**config.mk**
```make
export PLATFORM = sky130hd
export DESIGN_NAME = fractal_sync_age_sched
export DESIGN_NICKNAME = d
export VERILOG_FILES = /design/src/rtl/fractal_sync_age_sched.sv
export SDC_FILE = /design/constraint.sdc
export NUM_CORES = 1
export LEC_CHECK = 0
export ABC_AREA = 1
export CELL_PAD_IN_SITES_DETAIL_PLACEMENT = 1
export CELL_PAD_IN_SITES_GLOBAL_PLACEMENT = 2
export CORE_MARGIN = 1.5
export CORE_UTILIZATION = 33
export DETAILED_ROUTE_END_ITERATION = 6
export GPL_ROUTABILITY_DRIVEN = 0
export PLACE_DENSITY_LB_ADDON = 0.1
export SETUP_SLACK_MARGIN = 0.15
export SKIP_CTS_REPAIR_TIMING = 1
export SLEW_MARGIN = 20
export SYNTH_ARGS = -nofsm -noshare
export SYNTH_HDL_FRONTEND = slang
export SYNTH_SLANG_ARGS = --single-unit
```
**constraint.sdc**
```tcl
create_clock -name clk_i -period 5.1 [get_ports clk_i]
set_input_delay 1.02 -clock clk_i [delete_from_list [all_inputs] [get_ports clk_i]]
set_output_delay 1.02 -clock clk_i [all_outputs]
set_load 0.01 [all_outputs]
```
**src/rtl/fractal_sync_age_sched.sv**
```systemverilog
// Drains IN_PORTS input FIFOs into one registered valid/ready output.
// Fixed priority (lowest index first), with per-input aging and an urgent round-robin path.
module fractal_sync_age_sched #(
  parameter int unsigned IN_PORTS  = 4,
  parameter type         arbiter_t = logic,
  parameter int unsigned AGE_W     = 4,
  parameter int unsigned AGE_LIMIT = 8
) (
  input  logic                clk_i,
  input  logic                rst_i,
  input  logic                enable_i,
  input  logic [IN_PORTS-1:0] empty_i,
  input  arbiter_t            element_i [IN_PORTS],
  output logic [IN_PORTS-1:0] pop_o,
  output logic                valid_o,
  input  logic                ready_i,
  output arbiter_t            element_o,
  output logic                urgent_o
);

  localparam int unsigned      IDX_W   = (IN_PORTS > 1) ? $clog2(IN_PORTS) : 1;
  localparam logic [AGE_W-1:0] AGE_MAX = '1;
  localparam logic [AGE_W-1:0] AGE_LIM = AGE_W'(AGE_LIMIT);
  localparam logic [IDX_W-1:0] IDX_END = IDX_W'(IN_PORTS - 1);

  logic [AGE_W-1:0]    age_q [IN_PORTS];
  logic [AGE_W-1:0]    age_d [IN_PORTS];
  logic [IDX_W-1:0]    ptr_q, ptr_d;
  logic                valid_q, valid_d;
  arbiter_t            element_q, element_d;

  logic                load;
  logic                grant;
  logic                any_urgent;
  logic [IN_PORTS-1:0] urg_vec;
  logic                urg_found;
  logic [IDX_W-1:0]    urg_idx;
  logic                pri_found;
  logic [IDX_W-1:0]    pri_idx;
  logic [IDX_W-1:0]    cand;
  logic [IDX_W-1:0]    winner;

  // Winner selection: urgent inputs by RR from ptr_q, else lowest non-empty index
  always_comb begin
    load       = enable_i & (~valid_q | ready_i);
    urg_found  = 1'b0;
    urg_idx    = '0;
    pri_found  = 1'b0;
    pri_idx    = '0;
    cand       = '0;
    for (int i = 0; i < IN_PORTS; i++) begin
      urg_vec[i] = ~empty_i[i] & (age_q[i] >= AGE_LIM);
    end
    any_urgent = |urg_vec;
    for (int unsigned off = 0; off < IN_PORTS; off++) begin
      cand = IDX_W'((32'(ptr_q) + off) % IN_PORTS);
      if (!urg_found && urg_vec[cand]) begin
        urg_found = 1'b1;
        urg_idx   = cand;
      end
    end
    for (int i = 0; i < IN_PORTS; i++) begin
      if (!pri_found && !empty_i[i]) begin
        pri_found = 1'b1;
        pri_idx   = IDX_W'(i);
      end
    end
    winner   = any_urgent ? urg_idx : pri_idx;
    grant    = ~rst_i & load & pri_found;
    urgent_o = grant & any_urgent;
    for (int i = 0; i < IN_PORTS; i++) begin
      pop_o[i] = grant && (winner == IDX_W'(i));
    end
  end

  // Next-state: output register, RR pointer and age counters
  always_comb begin
    valid_d   = valid_q;
    element_d = element_q;
    ptr_d     = ptr_q;
    if (grant) begin
      valid_d   = 1'b1;
      element_d = element_i[winner];
    end else if (valid_q && ready_i) begin
      valid_d = 1'b0;
    end
    if (grant && any_urgent) begin
      ptr_d = (winner == IDX_END) ? '0 : winner + IDX_W'(1);
    end
    for (int i = 0; i < IN_PORTS; i++) begin
      if (empty_i[i] || (grant && (winner == IDX_W'(i)))) begin
        age_d[i] = '0;
      end else if (grant) begin
        age_d[i] = (age_q[i] == AGE_MAX) ? AGE_MAX : age_q[i] + AGE_W'(1);
      end else begin
        age_d[i] = age_q[i];
      end
    end
  end

  always_ff @(posedge clk_i) begin
    if (rst_i) begin
      valid_q   <= 1'b0;
      element_q <= '0;
      ptr_q     <= '0;
      for (int i = 0; i < IN_PORTS; i++) begin
        age_q[i] <= '0;
      end
    end else begin
      valid_q   <= valid_d;
      element_q <= element_d;
      ptr_q     <= ptr_d;
      for (int i = 0; i < IN_PORTS; i++) begin
        age_q[i] <= age_d[i];
      end
    end
  end

  assign valid_o   = valid_q;
  assign element_o = element_q;

endmodule

```
==> results by group <==
Synth
  – Register area share after synthesis: 26.96%
  – Avg Cell Area, Syn: 7.072 um2
  – Top cells by area, synth: dfxtp_1 27%, ha_1 10%, nand2_1 9.9%
  – Synth Cell Area: 0.001485 mm2
  – Post-synth top area cell: dfxtp_1
  – Synth cell types: 27
  – Syn nets: 234
  – Yosys warns: 0
  – Yosys reg bits: 20
  – Gate Count Post-Synth: 210
  – Yosys top cell area share: 26.96%

Timing
  – Crit path time final: 4.404 ns
  – Setup tns final: 0 ns
  – Layout Skew: 0.0005521 ns
  – Endpoints failing hold: 0
  – Fin. max-slew vios: 0
  – Final Setup Violations: 0
  – RSZ-0062 raised after global routing: no
  – Final period util: 86.34%
  – Max Fclk: 227.1 MHz
  – Worst Tran Pin Value: 0.5243 ns
  – Slew headroom: 65.00%

Critical path
  – RR Startpoint: ptr_q[0]$_SDFFE_PP0P_
  – Critical Path, Cell by Cell: clkdlybuf4s50_1, inv_1, nand3_2, nand2_1, nand2_1, nand2_1, nand3_1, nand3_2, nand3_4, inv_1, ha_1, nand2_1, inv_1, clkdlybuf4s50_1
  – CP Data Required Time: 4.08 ns
  – Slowest CP cell: clkdlybuf4s50_1
  – Worst setup SP type: input pin
  – Max incr delay on CP: 0.53 ns
  – Crit Path Max Fanout: 6
  – RR Endpoint: age_q[0][3]$_SDFFE_PP0P_
  – Crit end category: primary output
  – Critical path startpoint: empty_i[0]
  – CP Class: input pin to primary output
  – R2r setup slk: 2.69 ns
  – Crit path DAT: 3.38 ns
  – Most frequent CP cell: nand2_1
  – Worst R2R Path Depth: 14

CTS
  – CTS Buffer Depth: 2
  – CTS tree: yes
  – Clk sink count: 20
  – Total CTS buffers: 3
  – Clock Latency Late Sink: 0.26 ns
  – Worst-path clk slew: 0.08 ns
  – H-tree Lvls: 1
  – Clock root buffer master: clkbuf_8

GRT
  – First-pass GRT wire length: 6644 um
  – GRT Resource Usage Total: 16.66%
  – Largest net degree at the start of global routing: 19
  – GRT overflow: 0
  – Number of global-route vias before repair: 1492
  – Antenna violations before repair: 0

Drt
  – DRC: 0
  – Routed vias/inst: 5.014
  – Initial DRC count: 43
  – Vias after detailed routing: 1399
  – DR pass1 iterations: 4
  – Detail Route Antenna Nets: 0
  – WL per Instance: 14.29 um
  – WL final: 3987 um

Layout
  – Commonest non-fill, non-tap cell in the layout: nand2_1
  – Inserted Diodes: 0
  – Post-layout nets: 252
  – Most frequent cells in the layout: 39 x nand2_1, 30 x inv_1, 21 x nand3_1, 20 x dfxtp_1, 18 x clkdlybuf4s50_1
  – Layout cells sized above 1: 12.33%
  – Final core occ: 40.75%
  – Area Growth Syn to Fin: 19.46%
  – Fillers: 560

Floorplan
  – Die span in x: 70.09 um
  – Die height: 70.09 um
  – FP Rows: 24
  – Initial Util: 34.11%
  – Die area: 0.004912 mm2
  – IO Count: 19
  – Core area: 0.004354 mm2

Placement
  – Buffers on Ports: 18
  – Hpwl dp: 3113 um

Min path
  – Hold Path Cell Cnt: 2
  – WHS Endpoint: age_q[2][2]$_SDFFE_PP0P_
  – Hold Crit Start: age_q[2][2]$_SDFFE_PP0P_
  – Hold Crit Class: flop to flop

Power
  – Peak supply drop: 89.80 uV
  – PD cells: 218.5 mW/mm2
  – Cell leakage power: 0.0007816 uW

Run
  – Maxcap violations: 0

Run status
  – Outcome: complete, no violations
-- power breakdown --
group          internal (uW)  switching, uW
Combinational           25.3           34.8
Clock                    105           58.5
Sequential               160           4.08
-- how the worst max path moves through the flow --
| stage | to |
|---|---|
| 2_1_floorplan | pop_o[0] |
| 3_3_place_gp | pop_o[2] |
| 4_1_cts | pop_o[2] |
| 3_5_place_dp | pop_o[2] |
| 5_1_grt | pop_o[2] |
| 6_report | pop_o[2] |
-- per-layer routing --
| layer | wire length, um | GRT usage, % |
|---|---|---|
| met4 | 60 | 5.769 |
| met5 | 0 | 0 |
| met2 | 1930 | 30.79 |
| met3 | 39 | 1.299 |
| met1 | 1956 | 20.11 |
-- cells in the mapped netlist --
library cell	n
inv_1	30
a21oi_1	5
dfxtp_1	20
nand2_2	5
o21bai_1	1
a31oi_1	3
nand4_1	4
o22ai_1	1
nand3b_1	1
nor2_1	15
clkbuf_1	1
o21ai_0	3
buf_6	1
a221oi_1	2
ha_1	12
inv_2	5
inv_8	1
nand3_2	10
a211oi_1	12
buf_2	4
xor2_1	3
nand3_4	1
nor3_1	8
nand3_1	21
a221oi_2	1
nand2_1	39
nor4_1	1
-- per-stage QoR --
step / instances / power, uW / cell area [um2] / hold slack (ns) / worst slack, ns
after CTS: 279 / 393.7 / 1774 / 0.5193 / 0.6560
after global placement: 275 / 226.5 / 1703 / 0.4797 / 0.6708
final: 279 / 387.6 / 1774 / 0.5222 / 0.6965
after global routing: 279 / 406.3 / 1774 / 0.5537 / 0.4939
after detailed placement: 275 / 228.4 / 1703 / 0.5043 / 0.6733
after floorplan: 210 / 203.3 / 1485 / 0.4683 / 1.933
-- kinds of logic after synthesis --
group	count (synthesis)	synth area share (%)
and+or+nand+nor	105	36.06
buffers and inverters	42	11.96
AOI/OAI and AO/OA	28	13.14
adders and majority gates	12	10.11
xor gates and xnor gates	3	1.769
DFF	20	26.96
-- final cells by class --
class	instances	area (um2)	share of cell area (%)
repair buffers	19	187.7	10.58
clock buffers	3	41.29	2.327
multi-input cells	148	907.1	51.13
flip-flops and latches	20	400.4	22.57
well taps	52	65.06	3.667
inverters	36	142.6	8.040
clock inverters	1	30.03	1.693
-- registers in the layout, indices dropped and copies added, names as in the netlist --
register / flops
ptr_q: 2
element_o: 1
age_q: 16
valid_o: 1
-- worst max-delay path: cells and delay by family --
family	cells	cell delay [ns]
adder cells (fa/ha/maj)	1	0.16
buffers and inverters	5	1.36
AND/OR/NAND/NOR	8	0.84
No activity file was read; power rests on OpenSTA's default activity.
